==> src/rtl/miller_encoder_pkg.sv <==
// Shared types for the Modified Miller transmit path:
// sequence codes, FSM states and default timing.
package miller_encoder_pkg;

  localparam int N_ETU_DEF = 8;
  localparam int PAUSE_DEF = 2;

  typedef enum logic [1:0] {
    SEQ_Y = 2'd0,
    SEQ_X = 2'd1,
    SEQ_Z = 2'd2
  } seq_t;

  typedef enum logic [2:0] {
    S_IDLE   = 3'd0,
    S_SOF    = 3'd1,
    S_DATA   = 3'd2,
    S_PARITY = 3'd3,
    S_EOF0   = 3'd4,
    S_EOFY   = 3'd5
  } state_t;

  function automatic seq_t bit_seq(
    input logic b,
    input logic prev_zero
  );
    if (b) return SEQ_X;
    return prev_zero ? SEQ_Z : SEQ_Y;
  endfunction

endpackage

==> src/rtl/miller_encoder_seq_gen.sv <==
// Turns a Miller sequence code plus the ETU clock
// position into the registered carrier-pause line.
module miller_seq_gen
  import miller_encoder_pkg::*;
#(
  parameter int N_ETU = N_ETU_DEF,
  parameter int PAUSE = PAUSE_DEF
) (
  input  logic                     clk,
  input  logic                     rst_n,
  input  seq_t                     seq,
  input  logic [$clog2(N_ETU)-1:0] cnt,
  output logic                     pause
);

  localparam int CW = $clog2(N_ETU);
  localparam logic [CW:0] HALF = (CW+1)'(N_ETU / 2);
  localparam logic [CW:0] XEND = (CW+1)'(N_ETU / 2 + PAUSE);
  localparam logic [CW:0] ZEND = (CW+1)'(PAUSE);

  logic [CW:0] c;
  logic        hit;

  assign c = {1'b0, cnt};

  always_comb begin
    hit = 1'b0;
    unique case (seq)
      SEQ_X:   hit = (c >= HALF) && (c < XEND);
      SEQ_Z:   hit = (c < ZEND);
      default: hit = 1'b0;
    endcase
  end

  // Miller chain flops all run on the falling edge
  always_ff @(negedge clk or negedge rst_n) begin
    if (!rst_n) pause <= 1'b0;
    else        pause <= hit;
  end

endmodule

==> src/rtl/miller_encoder.sv <==
// ISO 14443A reader-to-card Modified Miller encoder:
// byte handshake in, odd parity, SoF/data/EoF pause line out.
module miller_encoder
  import miller_encoder_pkg::*;
#(
  parameter int N_ETU = N_ETU_DEF,
  parameter int PAUSE = PAUSE_DEF
) (
  input  logic       in_clk,
  input  logic       in_PoR,
  input  logic       in_valid,
  input  logic [7:0] in_byte,
  input  logic       in_last,
  output logic       out_ready,
  output logic       out_pause,
  output logic       out_busy,
  output logic       out_done,
  output logic       out_underrun
);

  localparam int CW = $clog2(N_ETU);
  localparam logic [CW-1:0] LAST_CNT = CW'(N_ETU - 1);

  state_t        state;
  state_t        state_nx;
  logic [CW-1:0] cnt;
  logic          wrap;
  logic [7:0]    hold;
  logic          hold_full;
  logic [7:0]    shreg;
  logic [2:0]    bit_idx;
  logic          par;
  logic          prev_zero;
  logic          last_flag;
  logic          und_flag;
  logic          und_set;
  logic          accept;
  logic          reload;
  logic          frame_end;
  logic          cur_bit;
  seq_t          seq;

  assign wrap      = (cnt == LAST_CNT);
  assign out_ready = !hold_full && !last_flag &&
                     (state != S_EOF0) && (state != S_EOFY);
  assign accept    = in_valid && out_ready;
  assign reload    = wrap && ((state == S_SOF) ||
                     (state == S_PARITY && hold_full));
  assign frame_end = wrap && (state == S_EOFY);
  assign out_busy  = (state != S_IDLE);

  always_comb begin
    cur_bit = 1'b0;
    seq     = SEQ_Y;
    unique case (state)
      S_SOF:    seq = SEQ_Z;
      S_DATA: begin
        cur_bit = shreg[0];
        seq     = bit_seq(cur_bit, prev_zero);
      end
      S_PARITY: begin
        cur_bit = par;
        seq     = bit_seq(cur_bit, prev_zero);
      end
      S_EOF0:   seq = bit_seq(1'b0, prev_zero);
      default:  seq = SEQ_Y;
    endcase
  end

  always_comb begin
    state_nx = state;
    und_set  = 1'b0;
    unique case (state)
      // a full holding register in IDLE restarts too
      S_IDLE:
        if (accept || hold_full) state_nx = S_SOF;
      S_SOF:
        if (wrap) state_nx = S_DATA;
      S_DATA:
        if (wrap && bit_idx == 3'd7) state_nx = S_PARITY;
      S_PARITY:
        if (wrap) begin
          if (hold_full) begin
            state_nx = S_DATA;
          end else begin
            state_nx = S_EOF0;
            und_set  = !last_flag;
          end
        end
      S_EOF0:
        if (wrap) state_nx = S_EOFY;
      S_EOFY:
        if (wrap) state_nx = S_IDLE;
      default: state_nx = S_IDLE;
    endcase
  end

  always_ff @(negedge in_clk or negedge in_PoR) begin
    if (!in_PoR) begin
      state        <= S_IDLE;
      cnt          <= '0;
      hold         <= '0;
      hold_full    <= 1'b0;
      shreg        <= '0;
      bit_idx      <= '0;
      par          <= 1'b0;
      prev_zero    <= 1'b0;
      last_flag    <= 1'b0;
      und_flag     <= 1'b0;
      out_done     <= 1'b0;
      out_underrun <= 1'b0;
    end else begin
      state        <= state_nx;
      out_done     <= frame_end;
      out_underrun <= frame_end && und_flag;
      if (state == S_IDLE) cnt <= '0;
      else if (wrap)       cnt <= '0;
      else                 cnt <= cnt + CW'(1);
      if (wrap) begin
        unique case (state)
          S_SOF:    prev_zero <= 1'b1;
          S_DATA: begin
            prev_zero <= ~shreg[0];
            shreg     <= shreg >> 1;
            bit_idx   <= bit_idx + 3'd1;
          end
          S_PARITY: prev_zero <= ~par;
          S_EOF0:   prev_zero <= 1'b1;
          default:  ;
        endcase
      end
      if (und_set) und_flag <= 1'b1;
      if (frame_end) begin
        last_flag <= 1'b0;
        und_flag  <= 1'b0;
      end
      if (reload) begin
        shreg     <= hold;
        par       <= ~^hold;
        bit_idx   <= '0;
        hold_full <= 1'b0;
      end
      // refill after free when both land on one edge
      if (accept) begin
        hold      <= in_byte;
        hold_full <= 1'b1;
        if (in_last) last_flag <= 1'b1;
      end
    end
  end

  miller_seq_gen #(
    .N_ETU(N_ETU),
    .PAUSE(PAUSE)
  ) u_seq (
    .clk  (in_clk),
    .rst_n(in_PoR),
    .seq  (seq),
    .cnt  (cnt),
    .pause(out_pause)
  );

endmodule
==> config.mk <==
export PLATFORM = sky130hd
export DESIGN_NAME = miller_encoder
export DESIGN_NICKNAME = d
export VERILOG_FILES = /design/src/rtl/miller_encoder_pkg.sv /design/src/rtl/miller_encoder_seq_gen.sv /design/src/rtl/miller_encoder.sv
export SDC_FILE = /design/constraint.sdc
export NUM_CORES = 1
export LEC_CHECK = 0
export ABC_AREA = 1
export BUFFER_PORTS_ARGS = -buffer_cell sky130_fd_sc_hd__buf_4
export CELL_PAD_IN_SITES_DETAIL_PLACEMENT = 1
export CELL_PAD_IN_SITES_GLOBAL_PLACEMENT = 1
export CORE_ASPECT_RATIO = 2
export CORE_MARGIN = 5
export CORE_UTILIZATION = 46
export DETAILED_ROUTE_END_ITERATION = 8
export PLACE_DENSITY = 0.82
export SLEW_MARGIN = 20
export SYNTH_ARGS = -nofsm -noshare
export SYNTH_HDL_FRONTEND = slang
export SYNTH_SLANG_ARGS = --single-unit
==> constraint.sdc <==
create_clock -name in_clk -period 4.7 [get_ports in_clk]
set_clock_uncertainty 0.2 [all_clocks]
set_input_delay 0.235 -clock in_clk [delete_from_list [all_inputs] [get_ports in_clk]]
set_output_delay 0.235 -clock in_clk [all_outputs]
set_load 0.005 [all_outputs]
==> summary.txt <==
Setup path
  – Worst R2R Path Depth: 7
  – CP Class: register to primary output
  – Reg2reg start: cnt[0]
  – Buf/Inv on CP: 3
  – Critical R2R Capture: shreg[5]
  – CP Cell Sequence: inv_2 > nand2_1 > nor2_1 > inv_1 > buf_4
  – R2r setup slk: 2.01 ns
  – WP data required: 4.26 ns
  – CP Capture Type: primary output
  – Startpoint Class: register
  – CP top delay family: flip-flops
  – CP Max Fanout: 6
  – WP data arrival: 3.72 ns
  – CP peak stage delay: 0.41 ns
  – Max stage delay cell, worst path: dfrtn_1

STA
  – Slew Viols, Final: 0
  – Worst-Margin Slew: 0.558 ns
  – Final Hold Violating Endpoints: 0
  – RSZ-0062 raised after global routing: no
  – Setup TNS: 0 ns
  – # setup viols final: 0
  – Slew margin rel.: 0.626

Placed design
  – DP HPWL: 3500 um
  – PortBufs: 16
  – Routability cong.: 0.893
  – Inst Count DP: 309

GRT
  – Tot GR Track Use: 0.198
  – Largest net degree at the start of global routing: 34
  – Antenna violations before repair: 0
  – Vias in the first global route: 1,727
  – GRT overflow: 0
  – Wire length of the first global-routing pass: 7720 um

Routing
  – Pre-antenna DRT Iters: 4
  – DR iter-0 viols: 25
  – Antenna Nets Post-Route: 0
  – WL/cell: 14.4 um
  – Remaining DRCs: 0
  – WL final: 4550 um
  – Vias: 1,606
  – Via/cell ratio: ~5.1

Logic synthesis
  – Yosys reg bits: 33
  – Post-synth top area share: 0.451
  – YS warnings: 0
  – Synth Cell Area: 1830 um^2
  – Leading area contributor after synthesis: dfrtn_1
  – Sequential area share after synthesis: 0.451
  – Post-Syn Nets: 266
  – Asr flop ratio synth: 1.00
  – Synth top area cells: dfrtn_1 (45%), nand2_1 (20%), inv_1 (5.3%)
  – Syn Area/Cell: 7.42 um^2
  – Synth Flop Type: dfrtn_1
  – Post-synth cell types: 23
  – Post-synthesis cell count: 247
  – Post-synth EDFFs: 0

Die
  – Die area: 5420 um^2
  – IO Pins: 17
  – Die height: 99.2 um
  – Die span in x: 54.6 um
  – Rows: 32
  – Starting Density: 0.477
  – Core Region: between 3000 and 4000 um^2

Min path
  – Hold Crit Class: register to register
  – Start point of the worst hold path: shreg[4]
  – WHS Endpoint: shreg[4]
  – Worst Hold Depth: 2

Power and ir drop
  – Leakage: 1.14 nW
  – Max IR drop VDD: between 0.15 and 0.2 mV
  – PwrDens: between 300 and 400 nW/um^2

CTS
  – CTS H-Tree Depth: 2
  – Root buf cell: clkbuf_8
  – TritonCTS buffer count: 5
  – Post-CTS setup buffer count: 0
  – CTS tree: built
  – Clock Path Buffers: 2
  – Clock transition at the registers of the reported paths: 0.05 ns
  – Clk Latency, worst-skew pair: 0.29 ns
  – Clock sink total: 33
  – Hold buffer count at CTS: 0
  – PostCTS Resize Cnt: 0

Finish
  – Total Nets Final: 284
  – N_diodes: 0
  – Non-filler cells, final: 316
  – Layout cells sized above 1: 0.140
  – Synth-to-layout area growth: 12.2%
  – Final Util: 0.535

Run
  – Max-cap violations: 0

Status
  – Status: complete, no violations
-- registers in the layout (all words and copies together), names as in the netlist --
signal and cells:
prev_zero 1, out_done 1, cnt 3, hold 8, u_seq.pause 1, bit_idx 3
out_underrun 1, state 3, last_flag 1, hold_full 1, par 1, und_flag 1
shreg 8
-- through the flow --
stage | power [mW] | setup WS [ns] | hold WS (ns) | area, um^2
global route | 0.855 | 0.408 | 0.251 | 2050
detailed placement | 0.582 | 0.839 | 0.225 | 1970
floorplan | 0.510 | 1.08 | 0.203 | 1830
global placement | 0.574 | 0.870 | 0.215 | 1970
finish | 0.794 | 0.541 | 0.220 | 2050
CTS | 0.804 | 0.525 | 0.227 | 2050
-- how the worst max path moves through the flow --
stage,from,end,slack (ns),cells past startpoint
floorplan,state[1],out_ready,1.08,4
CTS,state[0],out_busy,0.52,5
global placement,state[0],out_busy,0.87,5
global route,state[0],out_busy,0.41,5
finish,state[0],out_busy,0.54,5
detailed placement,state[0],out_busy,0.84,5
-- worst register-to-register path: cells and delay by family (launching register included) --
kind / cells / cell delay, ns
AND/OR/NAND/NOR: 3 / 0.60
AO/OA/AOI/OAI: 1 / 0.62
buffers and inverters: 1 / 0.21
adder cells (fa/ha/maj): 2 / 0.50
flip-flops: 1 / 0.41
-- final cells by class --
cell class,instances,area (um^2)
Tap cell,51,63.8
Multi-Input combinational cell,178,842
Sequential cell,33,826
Fill cell,527,1790
Inverter,31,116
Clock buffer,7,86.3
Timing Repair Buffer,16,120
-- Yosys cell counts (2+ instances only) --
cell,number
nand2_1,97
dfrtn_1,33
inv_1,26
nor2_1,24
a21oi_1,15
nand3_1,11
ha_1,7
o21ai_0,7
inv_2,5
o21ai_2,5
nor3_1,3
buf_6,2
nand3_2,2
-- power breakdown --
group / internal (mW) / switching [mW] / total, mW
combinational: 0.0715 / 0.148 / 0.219
clock: 0.116 / 0.102 / 0.218
sequential: 0.323 / 0.0335 / 0.357
-- cell usage in the layout, fill, tap and decap left out, drive strengths merged --
cell type	Yosys	routed
a21oi	15	15
and2	1	1
nand3b	1	1
inv	31	31
a21boi	1	1
buf	4	16
nor2	25	25
o21ai	13	13
nand3	13	13
clkbuf	1	7
nor3	3	3
a2111oi	1	1
ha	7	7
nand2	98	98
dfrtn	33	33
-- per-layer routing --
layer / track usage / vias up / share of wire
met5: 0 / - / 0
met1: 0.194 / 780 / 0.34
li1: - / 797 / -
met3: 0.0345 / 8 / 0.031
met2: 0.371 / 21 / 0.60
met4: 0.0864 / 0 / 0.027
-- cell families after synthesis --
| kind of cell | synth area share |
|---|---|
| adder cells (fa/ha/maj) | 0.0478 |
| buffers and inverters | 0.0895 |
| AO/OA/AOI/OAI | 0.0977 |
| AND/OR/NAND/NOR | 0.314 |
| flip-flops | 0.451 |
Power figures use the tool's default switching activity.
